`config.mk`:
```
export PLATFORM = sky130hd
export DESIGN_NAME = ysyx_23060111_ifu_flat
export DESIGN_NICKNAME = d
export VERILOG_FILES = /design/src/rtl/ysyx_23060111_ifu_if.sv /design/src/rtl/ysyx_23060111_ifu.sv /design/src/flat_wrapper.sv
export SDC_FILE = /design/constraint.sdc
export NUM_CORES = 1
export LEC_CHECK = 0
export BUFFER_PORTS_ARGS = -buffer_cell sky130_fd_sc_hd__buf_2
export CAP_MARGIN = 20
export CORE_UTILIZATION = 40
export DETAILED_ROUTE_END_ITERATION = 10
export PLACE_DENSITY = 0.72
export SYNTH_ARGS = -nofsm -noshare
export SYNTH_HDL_FRONTEND = slang
export SYNTH_SLANG_ARGS = --single-unit
```
`constraint.sdc`:
```
create_clock -name clk -period 2.76 [get_ports clk]
set_clock_uncertainty 0.05 [all_clocks]
set_input_delay 0.276 -clock clk [delete_from_list [all_inputs] [get_ports clk]]
set_output_delay 0.276 -clock clk [all_outputs]
set_load 0.1 [all_outputs]
```
`src/rtl/ysyx_23060111_ifu_if.sv`:
```
// Fetch-side signal bundle: instruction memory request/response, the
// instruction stream toward decode, the redirect from execute and the
// visible fetch PC. The master side is the fetch unit.
interface ysyx_23060111_ifu_if;
  logic        mem_req_valid;
  logic [31:0] mem_req_addr;
  logic        mem_req_ready;
  logic        mem_rsp_valid;
  logic [31:0] mem_rsp_data;
  logic        inst_valid;
  logic [31:0] inst;
  logic [31:0] inst_pc;
  logic        inst_ready;
  logic        redirect_valid;
  logic [31:0] redirect_pc;
  logic [31:0] pc;

  modport master (
    output mem_req_valid, mem_req_addr, inst_valid, inst, inst_pc, pc,
    input  mem_req_ready, mem_rsp_valid, mem_rsp_data, inst_ready,
           redirect_valid, redirect_pc
  );

  modport slave (
    input  mem_req_valid, mem_req_addr, inst_valid, inst, inst_pc, pc,
    output mem_req_ready, mem_rsp_valid, mem_rsp_data, inst_ready,
           redirect_valid, redirect_pc
  );
endinterface

```
`src/rtl/ysyx_23060111_ifu.sv`:
```
// Instruction fetch unit. Issues one instruction read at a time, holds the
// returned word for decode until accepted, and follows redirects from
// execute. A response that belongs to a superseded address is discarded
// through the drop flag.
module ysyx_23060111_ifu #(
  parameter logic [31:0] RESET_PC = 32'h8000_0000
) (
  input  logic               clk,
  input  logic               rst_n,
  ysyx_23060111_ifu_if.master bus
);

  localparam logic [1:0] S_IDLE = 2'd0;
  localparam logic [1:0] S_REQ  = 2'd1;
  localparam logic [1:0] S_WAIT = 2'd2;
  localparam logic [1:0] S_HOLD = 2'd3;

  logic [1:0]  state, state_n;
  logic        drop, drop_n;
  logic [31:0] pc, pc_n;
  logic [31:0] inst_q, inst_pc_q;
  logic        capture;
  logic [31:0] redirect_tgt;

  assign redirect_tgt = {bus.redirect_pc[31:2], 2'b00};

  // Outputs come only from state and registers, never from inputs.
  assign bus.mem_req_valid = (state == S_REQ);
  assign bus.mem_req_addr  = pc;
  assign bus.inst_valid    = (state == S_HOLD);
  assign bus.inst          = inst_q;
  assign bus.inst_pc       = inst_pc_q;
  assign bus.pc            = pc;

  // Next-state, next-PC and drop decisions; redirect wins every conflict.
  always_comb begin
    // NOTE: every target gets a default first so no path leaves it unassigned (no latch).
    state_n = state;
    drop_n  = drop;
    pc_n    = pc;
    capture = 1'b0;
    case (state)
      S_IDLE: begin
        state_n = S_REQ;
        if (bus.redirect_valid) pc_n = redirect_tgt;
      end
      S_REQ: begin
        if (bus.mem_req_ready) state_n = S_WAIT;
        if (bus.redirect_valid) begin
          pc_n = redirect_tgt;
          // The old-address request is already accepted; its reply is stale.
          if (bus.mem_req_ready) drop_n = 1'b1;
        end
      end
      S_WAIT: begin
        if (bus.mem_rsp_valid) begin
          // The single outstanding reply is consumed here either way.
          state_n = S_REQ;
          drop_n  = 1'b0;
          if (!bus.redirect_valid && !drop) begin
            capture = 1'b1;
            state_n = S_HOLD;
          end
        end else if (bus.redirect_valid) begin
          drop_n = 1'b1;
        end
        if (bus.redirect_valid) pc_n = redirect_tgt;
      end
      default: begin // S_HOLD
        if (bus.redirect_valid) begin
          // Flush the held word; a same-cycle inst_ready is not a handshake.
          pc_n    = redirect_tgt;
          state_n = S_REQ;
        end else if (bus.inst_ready) begin
          pc_n    = pc + 32'd4;
          state_n = S_REQ;
        end
      end
    endcase
  end

  // Control state: FSM, stale-response flag and fetch PC.
  always_ff @(posedge clk or negedge rst_n) begin
    if (!rst_n) begin
      state <= S_IDLE;
      drop  <= 1'b0;
      pc    <= RESET_PC;
    end else begin
      // NOTE: non-blocking assignments so every register samples pre-edge values.
      state <= state_n;
      drop  <= drop_n;
      pc    <= pc_n;
    end
  end

  // Instruction holding register, loaded only on an accepted response.
  always_ff @(posedge clk or negedge rst_n) begin
    if (!rst_n) begin
      inst_q    <= 32'h0;
      inst_pc_q <= 32'h0;
    end else if (capture) begin
      inst_q    <= bus.mem_rsp_data;
      inst_pc_q <= pc;
    end
  end

endmodule

```
`src/flat_wrapper.sv`:
```
// flat-port wrapper written by rule: the top's interface ports become plain ports
module ysyx_23060111_ifu_flat 
#(
  parameter logic [31:0] RESET_PC = 32'h8000_0000
)
  (clk, rst_n, bus_mem_req_valid, bus_mem_req_addr, bus_inst_valid, bus_inst, bus_inst_pc, bus_pc, bus_mem_req_ready, bus_mem_rsp_valid, bus_mem_rsp_data, bus_inst_ready, bus_redirect_valid, bus_redirect_pc);
  ysyx_23060111_ifu_if bus_i ();
  input  logic clk;
  input  logic rst_n;
  output wire logic [$bits(bus_i.mem_req_valid)-1:0] bus_mem_req_valid;
  output wire logic [$bits(bus_i.mem_req_addr)-1:0] bus_mem_req_addr;
  output wire logic [$bits(bus_i.inst_valid)-1:0] bus_inst_valid;
  output wire logic [$bits(bus_i.inst)-1:0] bus_inst;
  output wire logic [$bits(bus_i.inst_pc)-1:0] bus_inst_pc;
  output wire logic [$bits(bus_i.pc)-1:0] bus_pc;
  input wire logic [$bits(bus_i.mem_req_ready)-1:0] bus_mem_req_ready;
  input wire logic [$bits(bus_i.mem_rsp_valid)-1:0] bus_mem_rsp_valid;
  input wire logic [$bits(bus_i.mem_rsp_data)-1:0] bus_mem_rsp_data;
  input wire logic [$bits(bus_i.inst_ready)-1:0] bus_inst_ready;
  input wire logic [$bits(bus_i.redirect_valid)-1:0] bus_redirect_valid;
  input wire logic [$bits(bus_i.redirect_pc)-1:0] bus_redirect_pc;
  assign bus_mem_req_valid = bus_i.mem_req_valid;
  assign bus_mem_req_addr = bus_i.mem_req_addr;
  assign bus_inst_valid = bus_i.inst_valid;
  assign bus_inst = bus_i.inst;
  assign bus_inst_pc = bus_i.inst_pc;
  assign bus_pc = bus_i.pc;
  assign bus_i.mem_req_ready = bus_mem_req_ready;
  assign bus_i.mem_rsp_valid = bus_mem_rsp_valid;
  assign bus_i.mem_rsp_data = bus_mem_rsp_data;
  assign bus_i.inst_ready = bus_inst_ready;
  assign bus_i.redirect_valid = bus_redirect_valid;
  assign bus_i.redirect_pc = bus_redirect_pc;
  ysyx_23060111_ifu #(.RESET_PC(RESET_PC)) u_core (.clk(clk), .rst_n(rst_n), .bus(bus_i));
endmodule
```
==> results.txt <==
Yosys warnings = 0
RR Startpoint = u_core.state[1]
Detail Route Antenna Nets = 0
Core Util, Final = 51.80%
CP Launch Type = register
Primary FF master, synth = dfrtp_1
synthesized area = 4661 um2
Tot Pwr = 7.677 mW
final worst slack = 0.5459 ns
crit end category = register
clk sinks = 95
DR pass1 iterations = 4
synth top area cells = dfrtp_1 50%, mux2_2 15%, buf_4 5.8%
Max clock buf depth = 2
Initial Utilization = 40.99%
area grow syn2layout = 26.36%
number of setup buffers added after CTS = 0
Hold Startpoint = bus_redirect_pc[7]
Synth area leader = dfrtp_1
CTS buffer count = 9
dpl ws = 0.6281 ns
maximum vdd drop = 0.8288 mV
final setup vio count = 0
max-cap viol count = 0
RSZ-0062 raised after global routing = no
Core ar. = 11370 um2
first-pass GRT wire length = 17.34 mm
Hold Crit Depth = 3
fraction of layout cells with a size suffix above 1 = 49.83%
Min Clock Period, post-route = 2.214 ns
DR vias/cell = 5.232
FF+latch area = 2379 um2
Seq cells post-synth = 95
htree depth = 3
die width = 109.9 um
Root Driver = clkbuf_16
die area = 12090 um2
R2R setup slack = 0.55 ns
number of fill cells in the layout = 1058
Hold Crit Class = in2reg
headroom to the max-slew limit = 48.58%
# DRC = 0
routed wire length = 11.36 mm
hpwl dp = 8.209 mm
Final Slew Violations = 0
placed cells = 700
TritonCTS clock tree = built
# IOs = 200
worst reg2reg path depth = 6
DR iter-0 viols = 217
antenna violations before repair = 0
Pwr Density = 1303 nW/um2
R2R Path End = u_core.bus.mem_req_addr[18]
GRT Total Usage = 19.10%
Int Power = 3.310 mW
height of the die = 109.9 um
setup TNS = 0 ns
sw frac = 56.88%
vias in the first global route = 3365
Synth top cells by count = 94 x dfrtp_1, 62 x mux2_2, 36 x buf_4, 27 x nand2_1, 21 x nor2_1
Seq/Total Area, Yosys = 51.03%
most common cell in the netlist = dfrtp_1
multi-input logic area = 1899 um2
total vias in the final route = 3751
Synth Instances = 408
Max Clock Freq = 451.6 MHz
outcome = complete, no violations
largest net degree at the start of global routing = 63
ANT cells = 0
post_cts resized = 0
sw power = 4.367 mW
static leakage = 3.051 nW
Skew-Pair Late Insertion Delay = 0.35 ns
number of flops mapped to enable cells by yosys = 0
asr flop ratio synth = 100.0%
Seq pwr share = 26.3%
Worst Path Arrival = 2.41 ns
Setup CP Type = reg2reg
fin cells = 717
fin crit share = 80.22%
unique cell type count in the Yosys netlist = 54
hold buffers post-CTS = 1
critical path required time = 2.96 ns
routed len/inst = 15.84 um
crit path max fanout = 7
clk slew on worst S/H paths = 0.07 ns
GP Congestion = 0.8447
Hold Vio Cnt, Final = 0
Clock Power Share = 18.9%
I/O Buffers = 191
Hold Path End = u_core.bus.mem_req_addr[7]
slew at the pin with the worst max-slew slack = 0.7650 ns
combinational power share = 54.8%
nets = 645
top cell type's share of synthesized area = 50.47%
syn_area_per_cell = 11.42 um2
Remaining Overflow, GRT = 0
Site Rows = 39
[final cells by class]
type	count	share of cell area (%)
sequential	95	40.39
multi-input combinational	252	32.25
timing repair buffer	198	17.63
clock buffer	10	3.888
tap	143	3.038
clock inverter	6	1.976
inverter	13	0.8286
[metrics by stage]
stage	hold WS [ns]	area (um2)
final	0.08532	5889
after global routing	0.08854	5889
after CTS	0.07243	5889
after detailed placement	0.2783	5534
after global placement	0.2617	5534
after floorplan	-0.06959	4679
[worst max-delay path, cell delays in order (launching register included)]
cell      delay (ns)
dfrtp_1         0.41
ha_1            0.23
nand2_1         0.15
buf_4           0.20
nor4_2          0.64
a311oi_1        0.20
a221oi_1        0.23
[power by group through the flow]
stage / Clock, mW / Combinational, mW / Sequential (mW)
6_report: 1.45 / 4.21 / 2.02
5_1_grt: 1.54 / 4.35 / 2.08
2_1_floorplan: 0 / 1.05 / 4.62
4_1_cts: 1.49 / 4.22 / 2.02
3_5_place_dp: 0 / 4.22 / 2.05
3_3_place_gp: 0 / 4.19 / 2.02
[layer usage]
layer / routed length, um / track usage (%) / share of wire, % / vias to the layer above
met5: 0 / 0 / 0 / -
met4: 161 / 7.238 / 1.4 / 0
met3: 696 / 4.801 / 6.1 / 13
met2: 5568 / 30.13 / 49 / 130
met1: 4931 / 25.22 / 43 / 1846
li1: - / - / - / 1762
[worst max path at each step]
stage                                from                          end  slack [ns]  cells after the start
3_3_place_gp   u_core.bus.mem_req_addr[6]  u_core.bus.mem_req_addr[31]        0.68                      4
2_1_floorplan  u_core.bus.mem_req_addr[6]  u_core.bus.mem_req_addr[31]        0.08                      4
4_1_cts                   u_core.state[1]  u_core.bus.mem_req_addr[18]        0.61                      6
5_1_grt                   u_core.state[1]  u_core.bus.mem_req_addr[18]        0.36                      6
3_5_place_dp              u_core.state[1]  u_core.bus.mem_req_addr[18]        0.63                      6
6_report                  u_core.state[1]  u_core.bus.mem_req_addr[18]        0.55                      6
[flip-flops by register name, summed over array words and instances (netlist names)]
| register | count |
|---|---|
| u_core.bus.inst | 32 |
| u_core.bus.inst_pc | 30 |
| u_core.bus.mem_req_addr | 30 |
| u_core.state | 2 |
| u_core.drop | 1 |
[kinds of logic (layout without fill, tap and decap cells)]
| family | count (synthesis) | after routing | synth area share, % |
|---|---|---|---|
| AND/OR/NAND/NOR | 108 | 108 | 12.91 |
| flip-flops | 95 | 95 | 51.03 |
| buffers and inverters | 66 | 227 | 8.644 |
| multiplexers | 64 | 64 | 15.41 |
| AO/OA/AOI/OAI | 59 | 59 | 8.618 |
| XOR/XNOR | 9 | 9 | 1.691 |
| adder cells (fa/ha/maj) | 6 | 6 | 1.611 |
| other | 1 | 6 | 0.08046 |
[cell usage in the layout, fill, tap and decap left out, drive strengths merged, types with 2 or more instances in the layout]
cell	n
a211oi	6
a21oi	6
a221oi	4
a311o	2
a311oi	5
a31oi	6
and2	4
and3	4
and4	5
buf	197
bufinv	3
clkbuf	10
conb	6
dfrtp	94
ha	6
inv	15
mux2	62
mux2i	2
nand2	27
nand3	7
nand4	11
nor2	21
nor3	9
nor4	7
o21ai	19
o31ai	2
or3	4
or4	4
xnor2	7
xor2	2
Note: power is estimated with default switching activity, not from simulation.
